**src/rtl/vend_pkg.sv**
```systemverilog
// Shared definitions for the vending path: coin values, restock codes,
// FSM states and the coin encoding used by both the vend FSM and the
// change dispenser.
package vend_pkg;

  // Coin values in nickel units
  localparam int unsigned VAL_N = 1;
  localparam int unsigned VAL_D = 2;
  localparam int unsigned VAL_Q = 5;

  // restock_coin encodings
  localparam logic [1:0] RESTOCK_N    = 2'b00;
  localparam logic [1:0] RESTOCK_D    = 2'b01;
  localparam logic [1:0] RESTOCK_Q    = 2'b10;
  localparam logic [1:0] RESTOCK_NONE = 2'b11;

  // Coin encoding matches restock_coin so one value indexes the inventory
  typedef enum logic [1:0] {
    COIN_N    = RESTOCK_N,
    COIN_D    = RESTOCK_D,
    COIN_Q    = RESTOCK_Q,
    COIN_NONE = RESTOCK_NONE
  } coin_t;

  typedef enum logic [1:0] {
    ST_IDLE   = 2'd0,
    ST_SELECT = 2'd1,
    ST_EJECT  = 2'd2,
    ST_DONE   = 2'd3
  } state_t;

  // Value of a coin in nickel units; COIN_NONE is worth nothing
  function automatic logic [2:0] coin_value(input coin_t c);
    logic [2:0] v;
    v = 3'd0;
    case (c)
      COIN_Q:  v = 3'(VAL_Q);
      COIN_D:  v = 3'(VAL_D);
      COIN_N:  v = 3'(VAL_N);
      default: v = 3'd0;
    endcase
    return v;
  endfunction

endpackage

```
**src/rtl/coin_inventory.sv**
```systemverilog
// Per-denomination coin counter: saturating increment on restock,
// decrement on eject, simultaneous inc/dec cancels out.
module coin_inventory #(
  parameter int CNT_W = 6,
  parameter int INIT  = 10
) (
  input  logic             clk,
  input  logic             reset,
  input  logic             inc,
  input  logic             dec,
  output logic [CNT_W-1:0] count,
  output logic             empty
);

  logic [CNT_W-1:0] count_reg;

  // Counter update: reload on reset, saturate at both ends
  always_ff @(posedge clk) begin
    if (reset) begin
      count_reg <= CNT_W'(INIT);
    end else if (inc && !dec && (count_reg != '1)) begin
      count_reg <= count_reg + 1'b1;
    end else if (dec && !inc && (count_reg != '0)) begin
      count_reg <= count_reg - 1'b1;
    end
  end

  assign count = count_reg;
  assign empty = (count_reg == '0);

endmodule

```
**src/rtl/change_dispenser.sv**
```systemverilog
// Greedy change dispenser: accepts an amount in nickel units, ejects
// quarters, dimes and nickels one at a time through an ack handshake,
// and reports any amount it could not return.
module change_dispenser
  import vend_pkg::*;
#(
  parameter int AMT_W  = 4,
  parameter int CNT_W  = 6,
  parameter int INIT_Q = 10,
  parameter int INIT_D = 10,
  parameter int INIT_N = 10
) (
  input  logic             clk,
  input  logic             reset,
  input  logic             req_valid,
  input  logic [AMT_W-1:0] req_amt,
  output logic             req_ready,
  output logic             eject_q,
  output logic             eject_d,
  output logic             eject_n,
  input  logic             eject_ack,
  input  logic             restock_valid,
  input  logic [1:0]       restock_coin,
  output logic             done,
  output logic             short,
  output logic [AMT_W-1:0] shortfall,
  output logic             empty_q,
  output logic             empty_d,
  output logic             empty_n
);

  state_t           state_reg, state_next;
  logic [AMT_W-1:0] rem_reg, rem_next;
  coin_t            coin_reg, coin_next;

  // Inventory indexed by coin encoding: 0 nickel, 1 dime, 2 quarter
  logic [CNT_W-1:0] cnt [3];
  logic [2:0]       inc;
  logic [2:0]       dec;
  logic [2:0]       empty;

  genvar gi;
  generate
    for (gi = 0; gi < 3; gi++) begin : g_inv
      localparam int INIT = (gi == 2) ? INIT_Q : ((gi == 1) ? INIT_D : INIT_N);

      assign inc[gi] = restock_valid && (restock_coin == 2'(gi));
      assign dec[gi] = (state_reg == ST_EJECT) && eject_ack && (coin_reg == coin_t'(2'(gi)));

      coin_inventory #(
        .CNT_W (CNT_W),
        .INIT  (INIT)
      ) u_inv (
        .clk   (clk),
        .reset (reset),
        .inc   (inc[gi]),
        .dec   (dec[gi]),
        .count (cnt[gi]),
        .empty (empty[gi])
      );
    end
  endgenerate

  // State, remaining amount and chosen coin registers
  always_ff @(posedge clk) begin
    if (reset) begin
      state_reg <= ST_IDLE;
      rem_reg   <= '0;
      coin_reg  <= COIN_NONE;
    end else begin
      state_reg <= state_next;
      rem_reg   <= rem_next;
      coin_reg  <= coin_next;
    end
  end

  // Next-state logic: greedy coin selection and ack-driven bookkeeping
  always_comb begin
    state_next = state_reg;
    rem_next   = rem_reg;
    coin_next  = coin_reg;
    case (state_reg)
      ST_IDLE: begin
        if (req_valid) begin
          rem_next   = req_amt;
          state_next = ST_SELECT;
        end
      end
      ST_SELECT: begin
        if ((rem_reg >= AMT_W'(VAL_Q)) && (cnt[COIN_Q] != '0)) begin
          coin_next  = COIN_Q;
          state_next = ST_EJECT;
        end else if ((rem_reg >= AMT_W'(VAL_D)) && (cnt[COIN_D] != '0)) begin
          coin_next  = COIN_D;
          state_next = ST_EJECT;
        end else if ((rem_reg >= AMT_W'(VAL_N)) && (cnt[COIN_N] != '0)) begin
          coin_next  = COIN_N;
          state_next = ST_EJECT;
        end else begin
          coin_next  = COIN_NONE;
          state_next = ST_DONE;
        end
      end
      ST_EJECT: begin
        if (eject_ack) begin
          rem_next   = rem_reg - AMT_W'(coin_value(coin_reg));
          state_next = ST_SELECT;
        end
      end
      ST_DONE: begin
        state_next = ST_IDLE;
      end
      default: begin
        state_next = ST_IDLE;
      end
    endcase
  end

  // Outputs are decoded from registered state only
  assign req_ready = (state_reg == ST_IDLE);
  assign eject_q   = (state_reg == ST_EJECT) && (coin_reg == COIN_Q);
  assign eject_d   = (state_reg == ST_EJECT) && (coin_reg == COIN_D);
  assign eject_n   = (state_reg == ST_EJECT) && (coin_reg == COIN_N);
  assign done      = (state_reg == ST_DONE);
  assign short     = done && (rem_reg != '0);
  assign shortfall = done ? rem_reg : '0;
  assign empty_q   = empty[COIN_Q];
  assign empty_d   = empty[COIN_D];
  assign empty_n   = empty[COIN_N];

endmodule
```
**config.mk**
```make
export PLATFORM = sky130hd
export DESIGN_NAME = change_dispenser
export DESIGN_NICKNAME = d
export VERILOG_FILES = /design/src/rtl/vend_pkg.sv /design/src/rtl/coin_inventory.sv /design/src/rtl/change_dispenser.sv
export SDC_FILE = /design/constraint.sdc
export NUM_CORES = 1
export LEC_CHECK = 0
export BUFFER_PORTS_ARGS = -buffer_cell sky130_fd_sc_hd__buf_2
export CORE_MARGIN = 2
export CORE_UTILIZATION = 52
export DETAILED_ROUTE_END_ITERATION = 8
export PLACE_DENSITY = 0.85
export RECOVER_POWER = 25
export SYNTH_ARGS = -nofsm -noshare
export SYNTH_HDL_FRONTEND = slang
export SYNTH_HIERARCHICAL = 1
export SYNTH_SLANG_ARGS = --single-unit
```
**constraint.sdc**
```tcl
create_clock -name clk -period 2.6 [get_ports clk]
set_input_delay 0.65 -clock clk [delete_from_list [all_inputs] [get_ports clk]]
set_output_delay 0.65 -clock clk [all_outputs]
set_load 0.02 [all_outputs]
```
Yosys cells after proc, flatten, opt, wreduce, memory -nomap -nowiden. Cells that the tools add are included.

Logic and storage cells: 98. Output and inout port bits: 13. Bits of input ports: 11. Flip-flop bits (word level): 26.

Equal/unequal tests: 12. $add $sub $neg: 7. Reductions and logical operators: 48. Order comparisons: 3. Multiplexer cells: 22.

Operators by type and width (number): two-way mux 6 bit (6); logical AND 1 bit (26); adder 6 x 1 -> 6 bit (second input constant) (3); logical NOT 6 bit (3); inequality test 6 bit (second input constant) (3); nonzero test 6 bit (3); subtractor 6 x 1 -> 6 bit (second input constant) (3); two-way mux 4 bit (3); two-way mux 2 bit (5); case mux 3 bit (3 select lines) (1); equality test 2 bit (second input constant) (4); case mux 2 bit (4 select lines) (1); case mux 4 bit (2 select lines) (1); nonzero test 2 bit (4); equality test 2 x 1 -> 1 bit (second input constant) (3); logical NOT 1 bit (6); logical NOT 2 bit (3); two-way mux 3 bit (2); greater-or-equal comparator 4 x 1 -> 1 bit (second input constant) (1); greater-or-equal comparator 4 x 2 -> 1 bit (second input constant) (1); greater-or-equal comparator 4 x 3 -> 1 bit (second input constant) (1); inequality test 2 bit (second input constant) (2); nonzero test 4 bit (1); subtractor 4 x 3 -> 4 bit (1); other kinds (3) (5).

Longest topological paths before layout. Gate-level depths: netlist of the first run.

Depth after elaboration: 7. Mapped depth: 13. Gate-level depth less buffers: 11.

Modules after synthesis. Netlist of the first run, hierarchy kept.

Modules (own cells, without submodules): coin_inventory (area an instance 513.0 um^2, cells an instance 60, times used 3, seq. area each 120.1 um^2); change_dispenser (area an instance 689.4 um^2, cells an instance 87, times used 1, seq. area each 160.2 um^2).

Least setup slack after synthesis of the first run. OpenSTA, ideal clock, no wires.

Path kind: flip-flop to flip-flop. Start: register state_reg[1]. End: register g_inv[0].u_inv.count_reg[5]. Path slack: -0.229 ns. Library setup time: 0.064 ns. Buffers on the path: 1. Data required time: 2.536 ns. Data arrival time: 2.765 ns. Cell stages (with the launch flop): 13. Period minus slack after synthesis: 2.829 ns. Path through: dfxtp_1 buf_2 nand2b_1 nor3_1 and2_1 nand2b_1 o21ba_2 inv_2 ha_1 a211oi_2 o21ai_2 a2111o_1 nand4_1.

Longest elaborated chain between the ends: 7. Elaborated cells on any way between the ends: 10. Classes of those cells: 1 x eq/ne; 1 x mux; 8 x reduce/logical.

RTL lines: start: declaration (line change_dispenser.sv:32) `state_t state_reg, state_next;`; start signal: assignment (line change_dispenser.sv:71) `state_reg <= state_next;`; equality test 2 bit * (line change_dispenser.sv:48) `assign dec[gi] = (state_reg == ST_EJECT) && eject_ack && (coin_reg == coin_t'(2'(gi)));`; logical AND 1 bit * (2 in a row) (line change_dispenser.sv:48); net dec[0] (line change_dispenser.sv:39) `logic [2:0] dec;`; logical NOT 1 bit (line coin_inventory.sv:21) `end else if (inc && !dec && (count_reg != '1)) begin`; logical AND 1 bit (2 in a row) (line coin_inventory.sv:21); two-way mux 6 bit or nonzero test 2 bit (tied branches); end signal: assignment (line coin_inventory.sv:20) `count_reg <= CNT_W'(INIT);`; end signal: assignment (line coin_inventory.sv:22) `count_reg <= count_reg + 1'b1;`; end signal: assignment (line coin_inventory.sv:24) `count_reg <= count_reg - 1'b1;`; end: declaration (line coin_inventory.sv:15) `logic [CNT_W-1:0] count_reg;`.

The timed path passes the listed nets; every way through them passes the cells marked *. A chain may end at the register's enable or synchronous reset.

Worst setup path after layout of the first run.
Start: register state_reg[1]. End: register g_inv[2].u_inv.count_reg[5].

Longest elaborated chain between the ends: 7. Elaborated cells on any way between the ends: 10. Classes of those cells: 1 x eq/ne; 1 x mux; 8 x reduce/logical.

RTL lines (line): equality test 2 bit * (change_dispenser.sv:48); logical AND 1 bit * (2 in a row) (change_dispenser.sv:48); net dec[2] (change_dispenser.sv:39); logical NOT 1 bit (coin_inventory.sv:21); logical AND 1 bit (2 in a row) (coin_inventory.sv:21); two-way mux 6 bit or nonzero test 2 bit (tied branches); end signal: assignment (coin_inventory.sv:20); end signal: assignment (coin_inventory.sv:22); end signal: assignment (coin_inventory.sv:24); end: declaration (coin_inventory.sv:15).

Marked as above.

==> results of run 1 <==
-- per-layer routing --
metal | GRT usage | vias up | share of wire
met5 | 0 | - | 0
met4 | 0.0501 | 0 | 0.012
met3 | 0.0436 | 8 | 0.036
met2 | 0.358 | 31 | 0.49
met1 | 0.257 | 984 | 0.47
li1 | - | 1070 | -
-- cells in the mapped netlist (4+ instances only) --
| cell type | instances | area, sq um |
|---|---|---|
| nor3_1 | 17 | 85.1 |
| nor2_2 | 4 | 25.0 |
| xnor2_1 | 4 | 35.0 |
| xor2_1 | 6 | 52.6 |
| a2111o_1 | 6 | 67.6 |
| ha_1 | 15 | 188 |
| nand3_1 | 13 | 65.1 |
| o21ai_0 | 8 | 40.0 |
| dfxtp_1 | 26 | 521 |
| nand4_1 | 13 | 81.3 |
| o21a_1 | 4 | 30.0 |
| o211ai_1 | 6 | 45.0 |
| a21oi_1 | 13 | 65.1 |
| nand2b_1 | 8 | 50.1 |
| and3_1 | 4 | 25.0 |
| inv_1 | 13 | 48.8 |
| nand2_1 | 10 | 37.5 |
| fa_1 | 4 | 80.1 |
| nor2_1 | 27 | 101 |
-- cells by family after synthesis --
kind of cell,count (synthesis)
muxes,2
xor gates and xnor gates,10
adders and majority gates,19
and+or+nand+nor,117
buffers and inverters,22
DFF,26
AOI/OAI and AO/OA,71
-- cell type report --
type | count | area (sq um)
clock buffers | 4 | 55.1
fillers | 360 | 1510
inverters | 16 | 60.1
multi-input cells | 219 | 1640
flip-flops and latches | 26 | 522
well taps | 50 | 62.6
repair buffers | 36 | 211
-- worst reg2reg max path: stages, from the launching register on --
cell and delay (ns):
dfxtp_1 0.41, nor2b_1 0.22, nand2_1 0.10, nor2_1 0.15, nand2b_1 0.14, o21ba_2 0.17
inv_2 0.13, ha_1 0.27, a211oi_2 0.25, o21ai_2 0.12, a2111o_1 0.37, nand4_1 0.09
-- final timing paths --
check | startpoint | endpoint | slack (ns) | cells past startpoint
setup / recovery | state_reg[1] | g_inv[2].u_inv/count[5] | 0.12 | 11
hold / removal | rem_reg[0] | rem_reg[0] | 0.55 | 2
setup reg to reg | state_reg[1] | g_inv[2].u_inv/count[5] | 0.12 | 11
hold reg to reg | rem_reg[0] | rem_reg[0] | 0.55 | 2
-- power groups by stage --
stage          combinational [mW]  clock [mW]  sequential [mW]
6_report                    0.380       0.268            0.487
5_1_grt                     0.420       0.289            0.494
4_1_cts                     0.378       0.274            0.485
3_5_place_dp                0.375           0            0.495
3_3_place_gp                0.360           0            0.493
2_1_floorplan               0.288           0            0.480
-- stage by stage --
stage | power [mW] | util | setup TNS [ns] | setup WS, ns | hold WS (ns)
2_1_floorplan | 0.768 | - | 0 | 0.0488 | 0.486
3_3_place_gp | 0.852 | 0.614 | -0.0338 | -0.0297 | 0.524
3_5_place_dp | 0.870 | 0.614 | -0.166 | -0.0996 | 0.534
4_1_cts | 1.14 | 0.628 | 0 | 0.106 | 0.546
5_1_grt | 1.20 | 0.629 | -0.0860 | -0.0459 | 0.567
6_report | 1.14 | 0.629 | 0 | 0.118 | 0.553
==> results.cfg, run 1 <==
[final_layout]
fin_cells = 351
layout_commonest_cell = nor2_1
largest_register_ffs = 18
stdcell_area_sq_um = 2550
syn_to_final_growth_pct = 14.5
nets = 332
layout-drive-gt1-share = 0.252
final_cell_mix = 28 x nor2_1, 25 x dfxtp_1, 22 x buf_2
n_antenna_cell = 0

[timing]
rsz0062_at_grt = true
setup_viol_count_final = 0
max_freq_mhz = 403
tightest_slew_ns = 0.622
skew_ns = 0.00584
finalCritPeriodShare = 0.954
finalCriticalPeriod_ns = 2.48
finalHoldViolCount = 0
slew_viol_final = 0
maxSlewHeadroom = 0.586

[logic_synthesis]
synthSimpleGateAreaFrac = 0.281
yosys.area_share.adder = 0.120
synthMuxAreaShare = 0.00898
ys.warnings.count = 6
synth_seq_area_share = 0.234
syn_avg_cell_area_sq_um = 8.35
synthFlopType = dfxtp_1
synthArstFlopShare = 0
netlist_instances = 267
synth-edff-count = 0
synth_area_sq_um = 2230
synth_xor_area_frac = 0.0393
synth_top_family_by_area = simple AND/OR/NAND/NOR gates
yosysUniqueCellTypes = 51
synth_compound_gate_area_share = 0.279
synth_nets = 297
ys_seq_elements = 26

[power]
p_int_mw = 0.737
vdd_ir_drop_max_v = 0.000529
combPwrFrac = 0.335
swShare = 0.351
power_frac_seq = 0.429
p_sw_mw = 0.398
power.leakage_nw = 1.06
clkPwrFrac = 0.236
powerDensity_nw_per_um2 = 445

[routing]
num_vias = 2093
wl_per_cell_um = 14.4
drtIter0Drc = 160
drt_wl_total_um = 5040
via_per_inst = 5.96
drtPass1Iterations = 4
route.detailed.drc = 0
antenna_left = 0

[worst_setup_path]
crit_type = flip-flop to flip-flop
crit_family = compound AO/OA/AOI/OAI gates
crit_chain = nor2b_1 -> nand2_1 -> nor2_1 -> nand2b_1 -> o21ba_2 -> inv_2 -> ha_1 -> a211oi_2 -> o21ai_2 -> a2111o_1 -> nand4_1
critPathMaxFanout = 8
start_kind = flip-flop
critPathRequiredTime_ns = 2.82
cp-end-kind = flip-flop
timing.critical_path.buf_inv = 1
crit_path_max_incr_delay_ns = 0.41
cpMaxStageDelayCell = dfxtp_1
crit_arrival_ns = 2.70

[placed_design]
place.gp.congestion = 0.834
dpl_cell_area_sq_um = 2490
dpl.hpwl_um = 3910
dp.cells = 347
io_buffers = 23

[floorplan]
pin_count = 24
die_height_um = 69.5
die_width_um = 69.5
rows = 23
coreArea_sq_um = 4060
die_area_sq_um = 4820
initial_utilization = 0.549

[clock_tree]
cts_resized = 0
clock_path_buffers = 2
cts.sinks = 26
numCtsBuffers = 3
post_cts_buffers = 0
path_clk_slew_ns = 0.09
htreeDepth = 1
hold_buffers = 0
tritoncts = done
clock_insertion_delay_worst_skew_ns = 0.28
cts_root_buffer = clkbuf_8

[run]
max_cap_violations = 0

[global_routing]
grt_max_degree = 32
grt_overflow = 0
grt_pass1_vias = 1926
grt_pass1_wl_um = 8390
antenna_found_initial = 0
grt.total_usage = 0.205

[worst_hold_path]
min_path_type = flip-flop to flip-flop

[run_status]
run_status = complete, no violations
Note: power is estimated with default switching activity, not from simulation.
==> run 2, diff against run 1 <==
Settings changed: PLACE_DENSITY 0.85 to 0.82.
Clock period 2.6 ns to 2.61 ns, I/O delays scaled along.
==> results.cfg, run 2 (synthesis results as in run 1) <==
[floorplan]
die_area_sq_um = 4820
die_width_um = 69.5
pin_count = 24
initial_utilization = 0.549
coreArea_sq_um = 4060
die_height_um = 69.5
rows = 23

[timing]
slew_viol_final = 0
setup_viol_count_final = 0
hold_ws_ns = 0.548
max_freq_mhz = 404
finalHoldViolCount = 0
tns_ns = 0
skew_ns = 0.00419
maxSlewHeadroom = 0.590
tightest_slew_ns = 0.610
rsz0062_at_grt = true
finalCriticalPeriod_ns = 2.47
finalCritPeriodShare = 0.948

[routing]
via_per_inst = 6.01
drtPass1Iterations = 4
wl_per_cell_um = 14.6
route.detailed.drc = 0
antenna_left = 0
num_vias = 2120
drt_wl_total_um = 5140
drtIter0Drc = 98

[global_routing]
gr-max-usage-layer = met2
grtUsageMet3 = 0.0320
grt_util_met1 = 0.272
grt_pass1_vias = 2104
grt_overflow = 0
grt_pass1_wl_um = 8840
grt.total_usage = 0.219
grt_max_degree = 32
grtUsageMet2 = 0.389
antenna_found_initial = 0

[worst_setup_path]
reg2regPathDepth = 11
critPathMaxFanout = 7
crit_arrival_ns = 2.69
startpoint = state_reg[0]
cp-end-kind = flip-flop
crit_end = g_inv[0].u_inv/count[5]
crit_type = flip-flop to flip-flop
start_kind = flip-flop
critPathRequiredTime_ns = 2.83
r2r_start = state_reg[0]
r2r_end = g_inv[0].u_inv/count[5]
reg2reg_setup_slack_ns = 0.14

[power]
power.total_mw = 1.12
powerDensity_nw_per_um2 = 442
vdd_ir_drop_max_v = 0.000214
power.leakage_nw = 1.06

[clock_tree]
cts_root_buffer = clkbuf_8
hold_buffers = 0
clock_insertion_delay_worst_skew_ns = 0.27
cts.sinks = 26
path_clk_slew_ns = 0.09
htreeDepth = 1
clock_path_buffers = 2
numCtsBuffers = 3
tritoncts = done
post_cts_buffers = 0

[final_layout]
n_antenna_cell = 0
layout-drive-gt1-share = 0.254
stdcell_area_sq_um = 2550
syn_to_final_growth_pct = 14.3
largest_register_ffs = 18
nets = 334
layout_commonest_cell = nor2_1
fillCellCount = 370
final_cell_mix = 28 x nor2_1, 25 x dfxtp_1, 22 x buf_2

[placed_design]
io_buffers = 23
dpl_cell_area_sq_um = 2510
dpl.hpwl_um = 3960
place.gp.congestion = 0.851

[worst_hold_path]
min_path_type = flip-flop to flip-flop

[run_status]
run_status = complete, no violations

[run]
max_cap_violations = 0
-- run 2: per-stage QoR --
step / cells / setup slack [ns] / util
finish: 353 / 0.136 / 0.628
global route: 353 / -0.00320 / 0.628
CTS: 353 / 0.0614 / 0.631
detailed placement: 349 / -0.0760 / 0.618
global placement: 349 / -0.0650 / 0.618
floorplan: 267 / 0.0588 / -
-- run 2: cell type report --
class	instances	area, sq um	share of cell area
Clock buffer	4	55.1	0.0216
Multi-Input combinational cell	219	1620	0.636
Tap cell	50	62.6	0.0246
Sequential cell	26	522	0.205
Inverter	16	60.1	0.0236
Timing Repair Buffer	38	226	0.0889
-- run 2: timing repair --
item | 4_1_cts | 5_1_grt
hold endpoints to repair | 0 | 0
endpoints found under the setup margin | 0 | 4
gates resized for setup | 0 | 3
-- run 2: how the worst min path moves through the flow --
stage,start,end,slack [ns],depth (start not counted)
finish,rem_reg[0],rem_reg[0],0.55,2
CTS,rem_reg[0],rem_reg[0],0.55,2
global route,rem_reg[0],rem_reg[0],0.59,2
detailed placement,rem_reg[0],rem_reg[0],0.53,2
global placement,rem_reg[0],rem_reg[0],0.53,2
floorplan,rem_reg[0],rem_reg[0],0.49,2
-- run 2: per-layer routing --
layer  wire length, um  share of wire
met5                 0              0
met4                70          0.014
met3               196          0.038
met2              2460           0.48
met1              2420           0.47
-- run 2: worst max-delay path, cell delays in order (launching register included) --
cell and delay, ns:
dfxtp_2 0.38, nand2b_4 0.15, nor3_4 0.04, and2_1 0.19
nand2b_1 0.16, o21ba_2 0.26, inv_2 0.08, ha_1 0.31
a211oi_2 0.26, o21ai_2 0.12, a2111o_1 0.37, nand4_1 0.09
-- run 2: where the power goes --
group / leakage, nW / switching [mW] / internal [mW]
registers: 0.213 / 0.0566 / 0.430
clock network: 0.0288 / 0.132 / 0.135
logic: 0.819 / 0.203 / 0.167
total: 1.06 / 0.392 / 0.733
